## src/rtl/scatter_coinc_trig.sv

```systemverilog
// scatter_coinc_trig: front/back scintillator-bar coincidence trigger with per-channel pulse stretch,
// one-shot output FSM and saturating trigger counter. Optional: SCATTER_TRIG_PRESCALE_EN.
//
//   state | meaning
//   IDLE  | waiting for a rising coincidence edge
//   FIRE  | trig_out_o high for the loaded output width
//   DEAD  | veto window after trig_out_o falls
module scatter_coinc_trig #(
  parameter int N_FRONT     = 18,
  parameter int N_BACK      = 28,
  parameter int GROUP       = 3,
  parameter int MAX_STRETCH = 8,
  parameter int OUT_W       = 8,
  parameter int CNT_W       = 32,
  localparam int SW         = $clog2(MAX_STRETCH + 1)
) (
  input  logic               clk_i,
  input  logic               rst_n_i,
  input  logic [N_FRONT-1:0] front_in_i,
  input  logic [N_BACK-1:0]  back_in_i,
  input  logic [N_FRONT-1:0] front_mask_i,
  input  logic               enable_i,
  input  logic [SW-1:0]      cfg_stretch_i,
  input  logic [OUT_W-1:0]   cfg_out_width_i,
  input  logic [OUT_W-1:0]   cfg_deadtime_i,
`ifdef SCATTER_TRIG_PRESCALE_EN
  input  logic [7:0]         cfg_prescale_i,
`endif
  input  logic               cnt_clr_i,
  output logic               trig_out_o,
  output logic [N_FRONT-1:0] trig_hit_o,
  output logic [CNT_W-1:0]   trig_count_o,
  output logic               busy_o
);

  typedef enum logic [1:0] {IDLE, FIRE, DEAD} state_t;

  state_t             state_q, state_d;
  logic [N_FRONT-1:0] front_q, coinc_q, coinc_d, hit_q, hit_d, fstr;
  logic [N_BACK-1:0]  back_q, bstr;
  logic [SW-1:0]      fcnt_q [N_FRONT];
  logic [SW-1:0]      fcnt_d [N_FRONT];
  logic [SW-1:0]      bcnt_q [N_BACK];
  logic [SW-1:0]      bcnt_d [N_BACK];
  logic [SW-1:0]      str_len;
  logic [OUT_W-1:0]   tcnt_q, tcnt_d, out_len;
  logic [CNT_W-1:0]   cnt_q, cnt_d;
  logic               any, any_q, trig_cond, fire;
`ifdef SCATTER_TRIG_PRESCALE_EN
  logic [7:0]         ps_cnt_q, ps_cnt_d;
`endif

  always_comb begin
    if (cfg_stretch_i == '0)                    str_len = SW'(1);
    else if (cfg_stretch_i > SW'(MAX_STRETCH))  str_len = SW'(MAX_STRETCH);
    else                                        str_len = cfg_stretch_i;
    out_len = (cfg_out_width_i == '0) ? OUT_W'(1) : cfg_out_width_i;
  end

  // A rise reloads the counter even mid-stretch; a held level only rises once.
  always_comb begin
    for (int i = 0; i < N_FRONT; i++) begin
      fcnt_d[i] = fcnt_q[i];
      if (front_in_i[i] && !front_q[i]) fcnt_d[i] = str_len;
      else if (fcnt_q[i] != '0)         fcnt_d[i] = fcnt_q[i] - SW'(1);
      fstr[i] = (fcnt_q[i] != '0);
    end
    for (int j = 0; j < N_BACK; j++) begin
      bcnt_d[j] = bcnt_q[j];
      if (back_in_i[j] && !back_q[j]) bcnt_d[j] = str_len;
      else if (bcnt_q[j] != '0)       bcnt_d[j] = bcnt_q[j] - SW'(1);
      bstr[j] = (bcnt_q[j] != '0);
    end
  end

  // Back group for front bar i starts at i*N_BACK/N_FRONT; the j<N_BACK bound clips the top end.
  always_comb begin
    logic grp;
    grp     = 1'b0;
    coinc_d = '0;
    for (int i = 0; i < N_FRONT; i++) begin
      grp = 1'b0;
      for (int j = 0; j < N_BACK; j++) begin
        if (j >= (i * N_BACK) / N_FRONT && j < (i * N_BACK) / N_FRONT + GROUP)
          grp = grp | bstr[j];
      end
      coinc_d[i] = fstr[i] & front_mask_i[i] & grp;
    end
  end

  assign any       = |coinc_q;
  assign trig_cond = any & ~any_q & enable_i & (state_q == IDLE);

`ifdef SCATTER_TRIG_PRESCALE_EN
  always_comb begin
    fire     = 1'b0;
    ps_cnt_d = ps_cnt_q;
    if (trig_cond) begin
      if (ps_cnt_q == cfg_prescale_i) begin
        fire     = 1'b1;
        ps_cnt_d = '0;
      end else begin
        ps_cnt_d = ps_cnt_q + 8'd1;
      end
    end
  end
`else
  assign fire = trig_cond;
`endif

  always_comb begin
    state_d = state_q;
    tcnt_d  = tcnt_q;
    hit_d   = hit_q;
    case (state_q)
      IDLE: begin
        if (fire) begin
          state_d = FIRE;
          tcnt_d  = out_len;
          hit_d   = coinc_q;
        end
      end
      FIRE: begin
        if (tcnt_q <= OUT_W'(1)) begin
          if (cfg_deadtime_i != '0) begin
            state_d = DEAD;
            tcnt_d  = cfg_deadtime_i;
          end else begin
            state_d = IDLE;
            tcnt_d  = '0;
          end
        end else begin
          tcnt_d = tcnt_q - OUT_W'(1);
        end
      end
      DEAD: begin
        if (tcnt_q <= OUT_W'(1)) begin
          state_d = IDLE;
          tcnt_d  = '0;
        end else begin
          tcnt_d = tcnt_q - OUT_W'(1);
        end
      end
      default: state_d = IDLE;
    endcase
  end

  // Every trigger condition counts; a clear in the same cycle keeps that one count.
  always_comb begin
    cnt_d = cnt_q;
    if (cnt_clr_i)                cnt_d = CNT_W'(trig_cond);
    else if (trig_cond && !(&cnt_q)) cnt_d = cnt_q + CNT_W'(1);
  end

  always_ff @(posedge clk_i or negedge rst_n_i) begin
    if (!rst_n_i) begin
      front_q  <= '0;
      back_q   <= '0;
      coinc_q  <= '0;
      any_q    <= 1'b0;
      state_q  <= IDLE;
      tcnt_q   <= '0;
      hit_q    <= '0;
      cnt_q    <= '0;
      for (int i = 0; i < N_FRONT; i++) fcnt_q[i] <= '0;
      for (int j = 0; j < N_BACK; j++)  bcnt_q[j] <= '0;
`ifdef SCATTER_TRIG_PRESCALE_EN
      ps_cnt_q <= '0;
`endif
    end else begin
      front_q  <= front_in_i;
      back_q   <= back_in_i;
      coinc_q  <= coinc_d;
      any_q    <= any;
      state_q  <= state_d;
      tcnt_q   <= tcnt_d;
      hit_q    <= hit_d;
      cnt_q    <= cnt_d;
      for (int i = 0; i < N_FRONT; i++) fcnt_q[i] <= fcnt_d[i];
      for (int j = 0; j < N_BACK; j++)  bcnt_q[j] <= bcnt_d[j];
`ifdef SCATTER_TRIG_PRESCALE_EN
      ps_cnt_q <= ps_cnt_d;
`endif
    end
  end

  assign trig_out_o   = (state_q == FIRE);
  assign busy_o       = (state_q != IDLE);
  assign trig_hit_o   = hit_q;
  assign trig_count_o = cnt_q;

endmodule
```

## config.mk

```make
export PLATFORM = sky130hd
export DESIGN_NAME = scatter_coinc_trig
export DESIGN_NICKNAME = d
export VERILOG_FILES = /design/src/rtl/scatter_coinc_trig.sv
export SDC_FILE = /design/constraint.sdc
export NUM_CORES = 1
export LEC_CHECK = 0
export ABC_AREA = 1
export CELL_PAD_IN_SITES_DETAIL_PLACEMENT = 0
export CELL_PAD_IN_SITES_GLOBAL_PLACEMENT = 1
export CORE_MARGIN = 2
export CORE_UTILIZATION = 25
export DETAILED_ROUTE_END_ITERATION = 16
export PLACE_DENSITY = 0.62
export SYNTH_ARGS = -nofsm -noshare
export SYNTH_HDL_FRONTEND = slang
export SYNTH_SLANG_ARGS = --single-unit
```

## constraint.sdc

```tcl
create_clock -name clk_i -period 2.73 [get_ports clk_i]
set_clock_uncertainty 0.05 [all_clocks]
set_input_delay 0.4095 -clock clk_i [delete_from_list [all_inputs] [get_ports clk_i]]
set_output_delay 0.4095 -clock clk_i [all_outputs]
set_load 0.01 [all_outputs]
```

==> run summary <==
total gr overflow -> 0
syn avg cell area -> 8.17 um2
register area share after synthesis -> 48.2%
outcome -> finished clean
hold path cells -> 1
Post-route DRC -> 0
Final HPWL DP -> 31.2 mm
I/O Buffers -> 139
terminus of the critical flop-to-flop path -> trig_count_o[8]$_DFFE_PN0P_
Crit path required time -> 2.27 ns
GP Congestion -> 0.803
R2R cell count -> 10
PostCTS Resize Cnt -> 0
Worst Hold Class -> in -> reg
H-tree Lvls -> 2
gr usage total -> 13.5%
initial antenna violation count -> 2
Synth Area in Adders -> 4.84%
IR drop worst, VDD -> 0.000513 V
post-synthesis mux area share -> 0%
buffers from clock root to sink, at most -> 3
count of cell types in the netlist -> 32
Crit Path Max Fanout -> 11
Fin Setup TNS -> 0 ns
Power Dens Cells -> 959 mW/mm2
Antenna Cells -> 0
combinational family with the most area after synthesis -> simple AND/OR/NAND/NOR gates
ranking of synthesized cells by area -> dfrtp_1 48%, nand2_1 9.7%, inv_1 8.2%
Die H -> 257 um
vias in the first global route -> 13200
Worst R2R Start -> trig_count_o[0]$_DFFE_PN0P_
relative max-transition margin -> 47.5%
Setup Buffers After CTS -> 0
max-cap violation count -> 0
CP Launch Point -> state_q[1]$_DFFE_PN0P_
clock latency on the worst-skew pair -> 0.55 ns
largest net degree at the start of global routing -> 71
post-synthesis simple-gate area fraction -> 21.2%
Hold Crit Start -> back_in_i[5]
fillers -> 6583
cell count after synthesis -> 1963
Wirelength per Cell -> 14.7 um
XOR/XNOR Fraction of Synth Area -> 5.96%
Post-Place Worst Slack -> 0.429 ns
Clock Sinks -> 309
commonest non-fill, non-tap cell in the layout -> nand2_1
Worst-path clk slew -> 0.06 ns
fmax -> 408 MHz
commonest cells after routing, fill and taps aside -> 412 x nand2_1, 348 x inv_1, 309 x dfrtp_1
DRT Wirelength -> 44.2 mm
Syn-to-layout area delta -> 24.0%
TritonCTS Buffers -> 38
Crit Path Category -> reg -> out
synth warn -> 0
DR vias -> 13200
area of the multi-input gates -> 0.00683 mm2
Slew Limit Fails -> 0
asr flop ratio synth -> 100%
slew at the pin closest to its max-slew limit -> 0.787 ns
Final Hold Violating Endpoints -> 0
nets -> 2279
ys flop type -> dfrtp_1
row cnt -> 92
mapped cell area -> 0.0160 mm2
global-route wire length before repair -> 71.8 mm
EDFF count, synth -> 0
TritonRoute pass-1 iters -> 6
Initial Util -> 25.4%
Synth Area in Compound Gates -> 10.6%
Setup violations, final -> 0
reg2reg setup slack -> 0.52 ns
layout cells sized above 1 -> 4.41%
RSZ-0062 raised after global routing -> no
PnR worst setup slack -> 0.279 ns
root buf cell -> clkbuf_16
final worst path period share -> 89.8%
syn nets -> 2113
Die Span X -> 257 um
CTS tree -> yes
LEAKAGE -> 9.26 nW
register area -> 0.00773 mm2
I/O Pins -> 140
Yosys top cell by area -> dfrtp_1
1st-iter DRT viols -> 867
CP arrival -> 1.99 ns
Hold-fix buffers, CTS -> 1
Die Area -> 0.0662 mm2
vias per cell -> 4.41
Core ar. -> 0.0632 mm2
Worst setup SP type -> register
hold endpoint -> back_q[5]$_DFF_PN0_
top cell type's share of synthesized area -> 48.2%
Routed Antenna Nets -> 0
Worst setup EP type -> output port
minimum clock period -> 2.45 ns
count of state elements after synthesis -> 309
cell type report:
class / instances / area share, %
clock buffer: 55 / 5.56
multi-input combinational: 1269 / 34.3
clock inverter: 10 / 0.900
sequential: 309 / 38.9
inverter: 350 / 6.61
tap: 846 / 5.32
timing repair buffer: 161 / 8.37
power by group:
part	switching (mW)	internal, mW	leakage (nW)	total (mW)
clock	2.04	3.19	0.631	5.23
combinational	3.65	2.92	4.81	6.56
sequential	1.10	6.17	3.82	7.27
total	6.79	12.3	9.26	19.1
kinds of logic (layout without fill, tap and decap cells):
logic type                 after synthesis  count (layout)
AOI/OAI and AO/OA                      265             265
xor gates and xnor gates               109             109
adders and majority gates               62              62
buffers and inverters                  385             576
DFF                                    309             309
and+or+nand+nor                        833             833
critical path: stages, from the launching register on:
cell	delay [ns]
dfrtp_1	0.39
inv_1	0.08
ha_1	0.36
clkdlybuf4s50_1	0.61
worst max-delay path by stage:
stage | endpoint | slack, ns | cells after the start
floorplan | trig_count_o[10]$_DFFE_PN0P_ | 0.91 | 11
global placement | trig_count_o[15]$_DFFE_PN0P_ | 0.42 | 7
detailed placement | trig_count_o[16]$_DFFE_PN0P_ | 0.43 | 7
CTS | trig_out_o | 0.22 | 3
global route | trig_out_o | 0.19 | 3
finish | trig_out_o | 0.28 | 3
stage by stage:
| stage | instance area (um2) | total power [mW] | hold WS (ns) | utilization [%] | std cells |
|---|---|---|---|---|---|
| 2_1_floorplan | 16000 | 12.2 | 0.0639 | - | 1963 |
| 3_3_place_gp | 18600 | 13.7 | 0.386 | 29.4 | 2934 |
| 3_5_place_dp | 18600 | 13.9 | 0.384 | 29.4 | 2934 |
| 4_1_cts | 19900 | 19.3 | 0.241 | 31.5 | 3000 |
| 5_1_grt | 19900 | 20.8 | 0.262 | 31.5 | 3000 |
| 6_report | 19900 | 19.1 | 0.278 | 31.5 | 3000 |
layer usage:
| layer | wire [um] | track usage [%] | share of wire [%] |
|---|---|---|---|
| met1 | 21300 | 18.8 | 48 |
| met2 | 20000 | 21.5 | 45 |
| met3 | 1970 | 2.30 | 4.5 |
| met4 | 892 | 3.62 | 2.0 |
| met5 | 27 | 0 | 0.061 |
sequential cells by signal, indices dropped and copies added (netlist names):
register	cells
bcnt_q	112
coinc_q	18
trig_count_o	32
front_q	18
any_q	1
back_q	28
tcnt_q	8
trig_hit_o	18
fcnt_q	72
state_q	2
Yosys cell counts (all sizes together) (14+ instances only):
library cell	number
nand2	416
inv	350
dfrtp	309
nor2	264
nand3	122
o22ai	101
xnor2	63
ha	62
o21ai	60
xor2	46
o211ai	34
a22oi	27
nor3	23
buf	18
o221ai	18
clkbuf	17
a31oi	14
Note: power is estimated with default switching activity, not from simulation.
==> RTL edit 1, RTL diff (same settings) <==
Change the parameter `N_FRONT` from 18 to 36.
--- a/src/rtl/scatter_coinc_trig.sv
+++ b/src/rtl/scatter_coinc_trig.sv
@@ -6,7 +6,7 @@
 //   FIRE  | trig_out_o high for the loaded output width
 //   DEAD  | veto window after trig_out_o falls
 module scatter_coinc_trig #(
-  parameter int N_FRONT     = 18,
+  parameter int N_FRONT     = 36,
   parameter int N_BACK      = 28,
   parameter int GROUP       = 3,
   parameter int MAX_STRETCH = 8,
Interface: changed (resized front_in_i, front_mask_i and trig_hit_o); port bits go from 140 to 194. The function was not compared with the original's and may differ.
==> RTL edit 1 against the unedited design <==
  * Synthesized area grew 37%
  * Count of clock-buffer cells in the layout grew 22
  * Fmax shrank 4.8%
  * Worst setup slack lost 0.12 ns
  * Register-to-register slack gained 0.10 ns
  * Highest routed layer unchanged
  * Largest cell class unchanged
  * Total power grew 41%
  * Cell count grew 33%
  * Cell area grew 37%
  * Sequential cell count grew 126
  * Routed wire length grew 40%
  * Clock power grew 35%
==> RTL edit 1: results (changes against the unedited design) <==
count of TritonRoute iterations in the first routing pass -> 7 (+1)
Worst-Skew Late Latency -> 0.60 ns (+0.05 ns)
Post-synth top cells -> 540 x sky130_fd_sc_hd__nand2_1, 435 x sky130_fd_sc_hd__dfrtp_1, 423 x sky130_fd_sc_hd__inv_1
count of unique library cells instantiated by Yosys -> 35 (+9.4%)
IO buf count -> 193 (+39%)
drt wl/cell -> 15.5 um (+5.4%)
sum of net half-perimeters after detailed placement -> 44000 um (+41%)
wire length of the first global-routing pass -> 100000 um (+39%)
met3 Track Usage GR -> 0.0244 (+0.00130)
Post-layout nets -> 3024 (+33%)
number of fill cells in the layout -> 9166 (+39%)
worst-case headroom to the max-slew limit -> 0.590 (+0.115)
sequential element share of the synthesized area -> 0.497 (+0.0150)
worst path arrival time -> 2.12 ns (+0.13 ns)
ratio of cells with drive above 1 in the final layout -> 0.0486 (+0.00445)
largest net degree at the start of global routing -> 65 (-8.5%)
final hold slack -> 0.225 ns (-0.0527 ns)
Initial DRC Count -> 752 (-13%)
global routing met2 resource utilization -> 0.222 (+0.00695)
status -> finished clean
Final GP Congestion -> 0.808 (+0.69%)
antenna violations before repair -> 5 (+3)
Worst R2R Start -> coinc_q[28]
via count of the first global-routing pass -> 17560 (+33%)
Post-Syn Nets -> 2796 (+32%)
==> RTL edit 1: cell count changes in the layout (fill, tap and decap cells not counted), sizes merged, moves of 28 or more <==
cell / unedited run / this run
inv: 351 / 423
o211ai: 34 / 0
ha: 62 / 99
o221ai: 18 / 99
nor2: 264 / 338
dfrtp: 309 / 435
nand2: 416 / 547
xnor2: 63 / 96
clkdlybuf4s50: 138 / 191
nor3: 23 / 51
==> RTL edit 1: metal layers <==
layer	part of all wire	vias up	wire, um
met5	0.00089	-	55
met4	0.018	10	1100
met3	0.043	78	2640
met2	0.45	252	27900
met1	0.49	8228	30400
li1	-	8772	-
==> RTL edit 1: final cells by class <==
class | instances | share of cell area
multi-input cells | 1660 | 0.337
clock inverters | 18 | 0.00776
diodes | 1 | 0.0000918
clock buffers | 77 | 0.0564
flip-flops and latches | 435 | 0.399
inverters | 425 | 0.0586
well taps | 1155 | 0.0530
repair buffers | 227 | 0.0879
==> RTL edit 1: kinds of logic after synthesis <==
group                    count (synthesis)  synth area share
AND/OR/NAND/NOR                       1067             0.197
buffers and inverters                  478            0.0846
flip-flops                             435             0.497
AO/OA/AOI/OAI                          345             0.105
XOR/XNOR                               149            0.0596
adder cells (fa/ha/maj)                 99            0.0566
==> RTL edit 1: final timing paths <==
kind	endpoint	cells past startpoint
max in group asynchronous	trig_count_o[23]	4
worst min register to register	trig_hit_o[1]	2
worst min-delay path	front_q[7]	1
worst max register to register	tcnt_q[4]	9
worst max-delay path	trig_out_o	3
min in group asynchronous	bcnt_q[5]	2
==> RTL edit 1: critical path: stages, from the launching register on <==
cell,delay (ns)
sky130_fd_sc_hd__dfrtp_1,0.41
sky130_fd_sc_hd__inv_1,0.09
sky130_fd_sc_hd__ha_1,0.41
sky130_fd_sc_hd__clkdlybuf4s50_1,0.62
==> RTL edit 1: where the power goes <==
| part | switching (W) | total, W | internal [W] |
|---|---|---|---|
| Sequential | 0.00147 | 0.0102 | 0.00869 |
| Clock | 0.00288 | 0.00707 | 0.00418 |
| Combinational | 0.00542 | 0.00974 | 0.00433 |
| Total | 0.00977 | 0.0270 | 0.0172 |
==> RTL edit 1: what timing repair did <==
action | 4_1_cts | 5_1_grt
endpoints found under the hold margin | 221 | 0
resized for setup | 0 | 1
setup endpoints to repair | 0 | 1
hold buffers | 1 | 0
buffers inserted | 0 | 0
==> RTL edit 1: stage by stage <==
stage	total power [W]	instance area, um^2	instances	worst slack [ns]	util
6_report	0.0270	27300	3998	0.155	0.314
5_1_grt	0.0294	27300	3997	0.0606	0.314
4_1_cts	0.0274	27300	3997	0.00977	0.314
3_5_place_dp	0.0201	25500	3901	0.345	0.294
3_3_place_gp	0.0200	25500	3901	0.377	0.294
2_1_floorplan	0.0176	21900	2573	0.946	-
==> RTL edit 2, RTL diff (config.mk and constraints unchanged) <==
Made on the original files. Reset style: synchronous (`rst_n_i`), changed in one clocked block.
--- a/src/rtl/scatter_coinc_trig.sv
+++ b/src/rtl/scatter_coinc_trig.sv
@@ -152,7 +152,7 @@
     else if (trig_cond && !(&cnt_q)) cnt_d = cnt_q + CNT_W'(1);
   end
 
-  always_ff @(posedge clk_i or negedge rst_n_i) begin
+  always_ff @(posedge clk_i) begin
     if (!rst_n_i) begin
       front_q  <= '0;
       back_q   <= '0;
Check against the original RTL: differs if rst_n_i is asserted again (counterexample within 4 cycles, from zero or initial values and one cycle with rst_n_i low); with rst_n_i held inactive, the same outputs for 4 cycles.
==> RTL edit 2 against the unedited design <==
  * Sequential cell count did not move
  * Cell area shrank 1.1%
  * Total power down 15%
  * Count of clock-buffer cells in the layout increased by 2
  * Synthesized area fell by 1.5%
  * Routed wire length rose by 5.6%
  * Die area decreased by 1.5%
  * Worst setup slack gained 0.034 ns
==> RTL edit 2: results (changes against the unedited design) <==
status -> finished clean
FF-to-FF setup slack -> 0.70 ns (+0.18 ns)
ratio of cells with drive above 1 in the final layout -> 0.0504 (+0.00630)
hold worst-path end -> back_q[21]
total area of sequential cells -> 6190 um^2 (-20%)
Switching Fraction -> 0.343 (-0.0133)
final core utilization -> 0.314 (-0.00106)
largest net degree at the start of global routing -> 58 (-18%)
vias after detailed routing -> 14579 (+10%)
endpoint of the most critical register-to-register path -> trig_count_o[17]
Worst-Skew Late Latency -> 0.57 ns (+0.02 ns)
via count of the first global-routing pass -> 14088 (+6.7%)
wire length of the first global-routing pass -> 74900 um (+4.4%)
proportion of cell area occupied by multi-input gates -> 0.411 (+0.0680)
R2R depth -> 9 (-1)
worst hold path stage count -> 3 (+2)
Setup Slack @ Placement -> 0.472 ns (+0.0430 ns)
largest fanout on the critical path -> 4 (-7)
P_comb -> 0.00472 W (-28%)
Routed Wire Length -> 46700 um (+5.6%)
fraction of area in registers -> 0.315 (-0.0744)
met3 Track Usage GR -> 0.0292 (+0.00612)
sequential element share of the synthesized area -> 0.392 (-0.0906)
power in the clock group -> 0.00581 W (+11%)
Leak Pwr -> 8.62 nW (-6.9%)
dominant cells by area after synthesis -> sky130_fd_sc_hd__dfxtp_1 39%, sky130_fd_sc_hd__nand2_1 13%, sky130_fd_sc_hd__nor2_1 8.7%, sky130_fd_sc_hd__inv_1 7.9%, sky130_fd_sc_hd__ha_1 4.9%
Routed met3 length -> 2330 um (+18%)
==> RTL edit 2: cell count changes after synthesis, moves of 22 or more <==
cell | unedited run | this run
sky130_fd_sc_hd__a211oi_1 | 0 | 59
sky130_fd_sc_hd__a21oi_1 | 10 | 148
sky130_fd_sc_hd__a22oi_1 | 27 | 0
sky130_fd_sc_hd__clkbuf_1 | 17 | 40
sky130_fd_sc_hd__dfrtp_1 | 309 | 0
sky130_fd_sc_hd__dfxtp_1 | 0 | 309
sky130_fd_sc_hd__nand2_1 | 413 | 552
sky130_fd_sc_hd__nor2_1 | 259 | 364
sky130_fd_sc_hd__nor3_1 | 23 | 45
sky130_fd_sc_hd__o211ai_1 | 34 | 1
sky130_fd_sc_hd__o21ai_0 | 60 | 122
sky130_fd_sc_hd__o22ai_1 | 101 | 28
sky130_fd_sc_hd__xnor2_1 | 63 | 8
sky130_fd_sc_hd__xor2_1 | 46 | 79
